--- src/rtl/serial_sub_pkg.sv ---
// ---------------------------------------------------------------------------
// serial_sub_pkg
//   Shared types for the bit-serial subtractor.
//   - state_t : FSM state encoding (IDLE, RUN, DONE), 2 bits wide.
// ---------------------------------------------------------------------------
package serial_sub_pkg;

  typedef enum logic [1:0] {
    IDLE = 2'd0,
    RUN  = 2'd1,
    DONE = 2'd2
  } state_t;

endpackage : serial_sub_pkg

--- src/rtl/serial_sub_if.sv ---
// ---------------------------------------------------------------------------
// serial_sub_if
//   Operand/result handshake bundle for serial_sub.
//   Signals:
//     in_valid / in_ready   operand pair handshake (producer -> subtractor)
//     a, b                  minuend / subtrahend, WIDTH bits, unsigned
//     out_valid / out_ready result handshake (subtractor -> consumer)
//     diff, borrow          (a - b) mod 2**WIDTH, and 1 iff a < b
//   Modports:
//     master : the environment (drives operands, accepts results)
//     slave  : the subtractor
// ---------------------------------------------------------------------------
interface serial_sub_if #(
  parameter int WIDTH = 8
);

  logic             in_valid;
  logic             in_ready;
  logic [WIDTH-1:0] a;
  logic [WIDTH-1:0] b;
  logic             out_valid;
  logic             out_ready;
  logic [WIDTH-1:0] diff;
  logic             borrow;

  modport master (
    output in_valid,
    input  in_ready,
    output a,
    output b,
    input  out_valid,
    output out_ready,
    input  diff,
    input  borrow
  );

  modport slave (
    input  in_valid,
    output in_ready,
    input  a,
    input  b,
    output out_valid,
    input  out_ready,
    output diff,
    output borrow
  );

endinterface : serial_sub_if

--- src/rtl/serial_sub_full_sub_cell.sv ---
// ---------------------------------------------------------------------------
// full_sub_cell
//   Combinational 1-bit full subtractor: computes i_a - i_b - i_bin.
//   Ports:
//     i_a    in  1  minuend bit
//     i_b    in  1  subtrahend bit
//     i_bin  in  1  borrow in from the less significant bit
//     o_d    out 1  difference bit
//     o_bout out 1  borrow out to the more significant bit
// ---------------------------------------------------------------------------
module full_sub_cell (
  input  logic i_a,
  input  logic i_b,
  input  logic i_bin,
  output logic o_d,
  output logic o_bout
);

  logic w_axb;

  assign w_axb  = i_a ^ i_b;
  assign o_d    = w_axb ^ i_bin;
  // Borrow when a=0,b=1, or when a==b and a borrow is already pending.
  assign o_bout = (~i_a & i_b) | (~w_axb & i_bin);

endmodule : full_sub_cell

--- src/rtl/serial_sub.sv ---
// ---------------------------------------------------------------------------
// serial_sub
//   Bit-serial unsigned subtractor: diff = a - b, borrow = (a < b).
//   One operand pair is accepted per transaction, processed LSB first at one
//   bit per clock through a single borrow flop, and the result is presented
//   until the consumer takes it. No overlap between transactions.
//   Parameters:
//     WIDTH  operand/result width in bits (>= 1)
//   Ports:
//     clk    in  1  rising-edge clock
//     rst_n  in  1  asynchronous active-low reset
//     bus    slave modport of serial_sub_if (operand and result handshakes)
//   All bus outputs are driven straight from registers.
// ---------------------------------------------------------------------------
module serial_sub
  import serial_sub_pkg::*;
#(
  parameter int WIDTH = 8
) (
  input  logic         clk,
  input  logic         rst_n,
  serial_sub_if.slave  bus
);

  localparam int            CW   = $clog2(WIDTH + 1);
  localparam logic [CW-1:0] LAST = CW'(WIDTH - 1);

  state_t           r_state;
  logic [WIDTH-1:0] r_a_sh;
  logic [WIDTH-1:0] r_b_sh;
  logic             r_bw;
  logic [CW-1:0]    r_cnt;
  logic             r_in_ready;
  logic             r_out_valid;
  logic [WIDTH-1:0] r_diff;
  logic             r_borrow;

  logic             w_d;
  logic             w_bout;
  logic [WIDTH-1:0] w_a_next;
  logic [WIDTH-1:0] w_b_next;

  // The single subtractor cell works on the current LSBs of the shifters.
  full_sub_cell u_cell (
    .i_a    (r_a_sh[0]),
    .i_b    (r_b_sh[0]),
    .i_bin  (r_bw),
    .o_d    (w_d),
    .o_bout (w_bout)
  );

  // The minuend register doubles as the result register: as it shifts right,
  // each difference bit enters at the vacated MSB, so after WIDTH shifts it
  // holds the full difference with bit 0 in position 0.
  generate
    if (WIDTH == 1) begin : g_w1
      assign w_a_next = w_d;
      assign w_b_next = 1'b0;
    end else begin : g_wn
      assign w_a_next = {w_d,  r_a_sh[WIDTH-1:1]};
      assign w_b_next = {1'b0, r_b_sh[WIDTH-1:1]};
    end
  endgenerate

  // Control FSM with datapath registers and registered handshake outputs.
  always_ff @(posedge clk or negedge rst_n) begin
    if (!rst_n) begin
      r_state     <= IDLE;
      r_a_sh      <= '0;
      r_b_sh      <= '0;
      r_bw        <= 1'b0;
      r_cnt       <= '0;
      r_in_ready  <= 1'b1;
      r_out_valid <= 1'b0;
      r_diff      <= '0;
      r_borrow    <= 1'b0;
    end else begin
      case (r_state)
        IDLE: begin
          if (bus.in_valid) begin
            r_a_sh     <= bus.a;
            r_b_sh     <= bus.b;
            r_bw       <= 1'b0;
            r_cnt      <= '0;
            r_in_ready <= 1'b0;
            r_state    <= RUN;
          end else begin
            r_in_ready <= 1'b1;
          end
        end

        RUN: begin
          r_a_sh <= w_a_next;
          r_b_sh <= w_b_next;
          r_bw   <= w_bout;
          r_cnt  <= r_cnt + CW'(1);
          // Last bit: capture the result on the same edge the state changes,
          // so out_valid rises exactly WIDTH edges after acceptance.
          if (r_cnt == LAST) begin
            r_diff      <= w_a_next;
            r_borrow    <= w_bout;
            r_out_valid <= 1'b1;
            r_state     <= DONE;
          end else begin
            r_state <= RUN;
          end
        end

        DONE: begin
          if (bus.out_ready) begin
            r_out_valid <= 1'b0;
            r_in_ready  <= 1'b1;
            r_state     <= IDLE;
          end else begin
            r_state <= DONE;
          end
        end

        default: begin
          r_state     <= IDLE;
          r_in_ready  <= 1'b1;
          r_out_valid <= 1'b0;
        end
      endcase
    end
  end

  assign bus.in_ready  = r_in_ready;
  assign bus.out_valid = r_out_valid;
  assign bus.diff      = r_diff;
  assign bus.borrow    = r_borrow;

endmodule : serial_sub

--- src/flat_wrapper.sv ---
// flat-port wrapper written by rule: the top's interface ports become plain ports
module serial_sub_flat import serial_sub_pkg::*;
#(
  parameter int WIDTH = 8
)
  (clk, rst_n, bus_in_valid, bus_in_ready, bus_a, bus_b, bus_out_valid, bus_out_ready, bus_diff, bus_borrow);
  serial_sub_if #(.WIDTH(WIDTH)) bus_i ();
  input  logic clk;
  input  logic rst_n;
  input wire logic [$bits(bus_i.in_valid)-1:0] bus_in_valid;
  output wire logic [$bits(bus_i.in_ready)-1:0] bus_in_ready;
  input wire logic [$bits(bus_i.a)-1:0] bus_a;
  input wire logic [$bits(bus_i.b)-1:0] bus_b;
  output wire logic [$bits(bus_i.out_valid)-1:0] bus_out_valid;
  input wire logic [$bits(bus_i.out_ready)-1:0] bus_out_ready;
  output wire logic [$bits(bus_i.diff)-1:0] bus_diff;
  output wire logic [$bits(bus_i.borrow)-1:0] bus_borrow;
  assign bus_i.in_valid = bus_in_valid;
  assign bus_in_ready = bus_i.in_ready;
  assign bus_i.a = bus_a;
  assign bus_i.b = bus_b;
  assign bus_out_valid = bus_i.out_valid;
  assign bus_i.out_ready = bus_out_ready;
  assign bus_diff = bus_i.diff;
  assign bus_borrow = bus_i.borrow;
  serial_sub #(.WIDTH(WIDTH)) u_core (.clk(clk), .rst_n(rst_n), .bus(bus_i));
endmodule
--- config.mk ---
export PLATFORM = sky130hd
export DESIGN_NAME = serial_sub_flat
export DESIGN_NICKNAME = d
export VERILOG_FILES = /design/src/rtl/serial_sub_pkg.sv /design/src/rtl/serial_sub_if.sv /design/src/rtl/serial_sub_full_sub_cell.sv /design/src/rtl/serial_sub.sv /design/src/flat_wrapper.sv
export SDC_FILE = /design/constraint.sdc
export NUM_CORES = 1
export LEC_CHECK = 0
export ABC_CLOCK_PERIOD_IN_PS = 2100
export BUFFER_PORTS_ARGS = -buffer_cell sky130_fd_sc_hd__buf_4
export CAP_MARGIN = 20
export CORE_MARGIN = 5
export CORE_UTILIZATION = 25
export DETAILED_ROUTE_END_ITERATION = 16
export PLACE_DENSITY_LB_ADDON = 0.1
export SLEW_MARGIN = 20
export SYNTH_ARGS = -nofsm -noshare
export SYNTH_HDL_FRONTEND = slang
export SYNTH_HIERARCHICAL = 1
export SYNTH_SLANG_ARGS = --single-unit
--- constraint.sdc ---
create_clock -name clk -period 2.1 [get_ports clk]
set_clock_uncertainty 0.2 [all_clocks]
set_input_delay 0.105 -clock clk [delete_from_list [all_inputs] [get_ports clk]]
set_output_delay 0.105 -clock clk [all_outputs]
set_load 0.02 [all_outputs]
==> summary.md <==
| Metric | Value |
|---|---|
| WHS | 0.107 ns |
| Ys Warns | 6 |
| Required time of the worst setup path | 2.10 ns |
| Placed cells | 251 |
| Final Setup Violations | 0 |
| Comb power frac | 41.5% |
| Clock latency on the worst-skew pair | 0.28 ns |
| Port bufs | 30 |
| Synth area leader | dfrtp_1 |
| DRC | 0 |
| Synth Area in Adders | 1.97% |
| Ys async rst share | 100% |
| Multiplexer share of the synthesized area | 8.64% |
| Final worst path period share | 86.8% |
| CP Class | reg2reg |
| Seq/Total Area, Yosys | 51.6% |
| Vias in the first global route | 1,384 |
| Final Hold Vio Count | 0 |
| IO Count | 31 |
| Largest cells by area after synthesis | dfrtp_1, mux2_4, a22oi_1, a21oi_1, o21ai_0 |
| Post-synthesis simple-gate area fraction | 11.6% |
| Switching power | 1080 uW |
| Setup crit start kind | flop |
| Die ar. | 8330 um^2 |
| Yosys cell types | 28 |
| Pre-CTS WS | 0.239 ns |
| Critical Path AT | 1.82 ns |
| Die H | 91.3 um |
| Clk pwr share | 19.4% |
| Crit path time final | 1.82 ns |
| Synth Net Count | 170 |
| Post-synth EDFFs | 0 |
| Worst setup EP type | flop |
| WL/cell | 14.5 um |
| Initial DRC count | 75 |
| Area of the multi-input gates | 726 um^2 |
| Post-DRT Antenna Nets | 0 |
| Worst-Margin Slew | 0.897 ns |
| Compound-gate portion of the synthesized area | 21.8% |
| Int Pwr | 1940 uW |
| Die W | 91.3 um |
| PostCTS Resize Cnt | 0 |
| Unrepaired setup endpoints after global routing | no |
| Via-to-Cell Ratio | 4.74 |
| Switching Share | 35.8% |
| Final Wtd Congestion | 0.693 |
| Largest family of logic cells by synthesized area | compound AO/OA/AOI/OAI gates |
| CTS clk-pin slew, worst paths | 0.07 ns |
| Via count | 1,314 |
| Fin nets | 221 |
| Syn avg cell area | 11.2 um^2 |
| Final std cell area, no fill | 2240 um^2 |
| Peak VDD IR | 0.617 mV |
| Clock sink count | 34 |
| Gr usage total | 10.2% |
| Register area | 852 um^2 |
| Clock buffer depth | 2 |
| Ratio of cells with drive above 1 in the final layout | 28.5% |
| CTS tree | yes |
| Synthesis-stage register bit count | 34 |
| Flop pwr share | 39.1% |
| XOR/XNOR Fraction of Synth Area | 0% |
| Cts bufs inserted | 5 |
| CP Max Fanout | 11 |
| Slew Limit Fails | 0 |
| Core Region | 6390 um^2 |
| Routed WL | 4.03 mm |
| Largest net degree at the start of global routing | 35 |
| Initial cell density of the core | 25.8% |
| Slew headroom | 40.1% |
| Router iterations before antenna repair | 4 |
| PwrDens | 1350 nW/um^2 |
| ANT cells | 0 |
| Final WS setup | 0.277 ns |
| Post-Layout Cell Count | 277 |
| Max Cap Viol | 0 |
| Synth top area share | 50.0% |
| Mapped Area | 1650 um^2 |
| Ys flop type | dfrtp_1 |
| Fillers | 667 |
| HP Class | in2reg |
| GRT Residual Overflow | 0 |
| Post-Route Setup TNS | 0 ns |
| Status | complete, no violations |
| CTS root buffer | clkbuf_8 |
| CTS HTree Levels | 2 |
| Leak | 0.00102 uW |
| DP HPWL | 2.69 mm |
| Layout area overhead | 36.0% |
| Cell Area, Placed | 1960 um^2 |
| Initial antenna violation count | 0 |
| Most common cell in the synthesized netlist | dfrtp_1 |
| Post-synth top cells | dfrtp_1, a21oi_1, a22oi_1 |
| Synth Instances | 148 |
| Global-route wire length before repair | 6.84 mm |
| Fmax | 0.549 GHz |
| Row count | 29 |
power by group through the flow:
stage	clock, uW	combinational, uW	sequential [uW]
floorplan	0	749	1270
global placement	0	1230	1180
detailed placement	0	1250	1190
CTS	611	1280	1190
global route	641	1390	1230
finish	587	1260	1180
worst paths after layout:
kind                                         from             endpoint  slack (ns)  cells after the start
worst max register to register  u_core/r_state[1]     u_core/r_a_sh[7]        0.28                      4
worst min-delay path                 bus_in_valid     u_core/r_b_sh[1]        0.11                      4
worst min register to register        u_core/r_bw          u_core/r_bw        0.31                      1
max in group asynchronous                   rst_n  u_core/bus.in_ready        1.24                      2
min in group asynchronous                   rst_n   u_core/bus.diff[4]        0.12                      2
worst max-delay path            u_core/r_state[1]     u_core/r_a_sh[7]        0.28                      4
cell type report:
| type | instances | share of cell area, % |
|---|---|---|
| sequential | 34 | 38.0 |
| multi-input combinational | 101 | 32.3 |
| timing repair buffer | 54 | 20.1 |
| tap | 77 | 4.29 |
| clock buffer | 5 | 3.07 |
| clock inverter | 3 | 1.78 |
| inverter | 3 | 0.502 |
cell usage in the layout (no fill, tap or decap), drive strengths merged, types with 5 or more instances in the layout:
cell type | synthesis | layout
mux2 | 10 | 10
dlygate4sd3 | 0 | 18
a21oi | 18 | 18
buf | 7 | 36
clkbuf | 3 | 5
dfrtp | 33 | 33
nor2b | 11 | 11
o21ai | 18 | 18
and2b | 7 | 7
a22oi | 15 | 15
through the flow:
step	util [%]	power (uW)
after floorplan	-	2020
after global placement	30.6	2410
after detailed placement	30.6	2440
after CTS	35.1	3070
after global routing	35.1	3260
final	35.1	3030
logic make-up after synthesis:
group / Yosys count
DFF: 34
muxes: 10
and+or+nand+nor: 30
adders and majority gates: 2
AOI/OAI and AO/OA: 59
buffers and inverters: 13
layer usage:
layer	track usage (%)	vias to the layer above	part of all wire, %
met5	0	-	0
li1	-	633	-
met1	13.0	645	46
met3	3.14	2	4.5
met4	2.81	0	0.57
met2	16.9	34	49
timing repair:
item / in CTS / in global routing
endpoints found under the hold margin: 52 / 0
setup buffers: 0 / 0
hold buffers: 18 / 0
registers in the layout, indices dropped and copies added, names as in the netlist:
name and cells:
u_core/r_b_sh 8, u_core/r_state 2, u_core/bus.in_ready 1, u_core/r_a_sh 8
u_core/r_bw 1, u_core/bus.borrow 1, u_core/bus.diff 8, u_core/bus.out_valid 1
u_core/r_cnt 4
worst max-delay path, stage by stage, from the launching register on:
cell	delay, ns
dfrtp_1	0.40
nor2b_1	0.70
buf_4	0.28
a22oi_1	0.07
o21ai_0	0.09
Power figures use the tool's default switching activity.
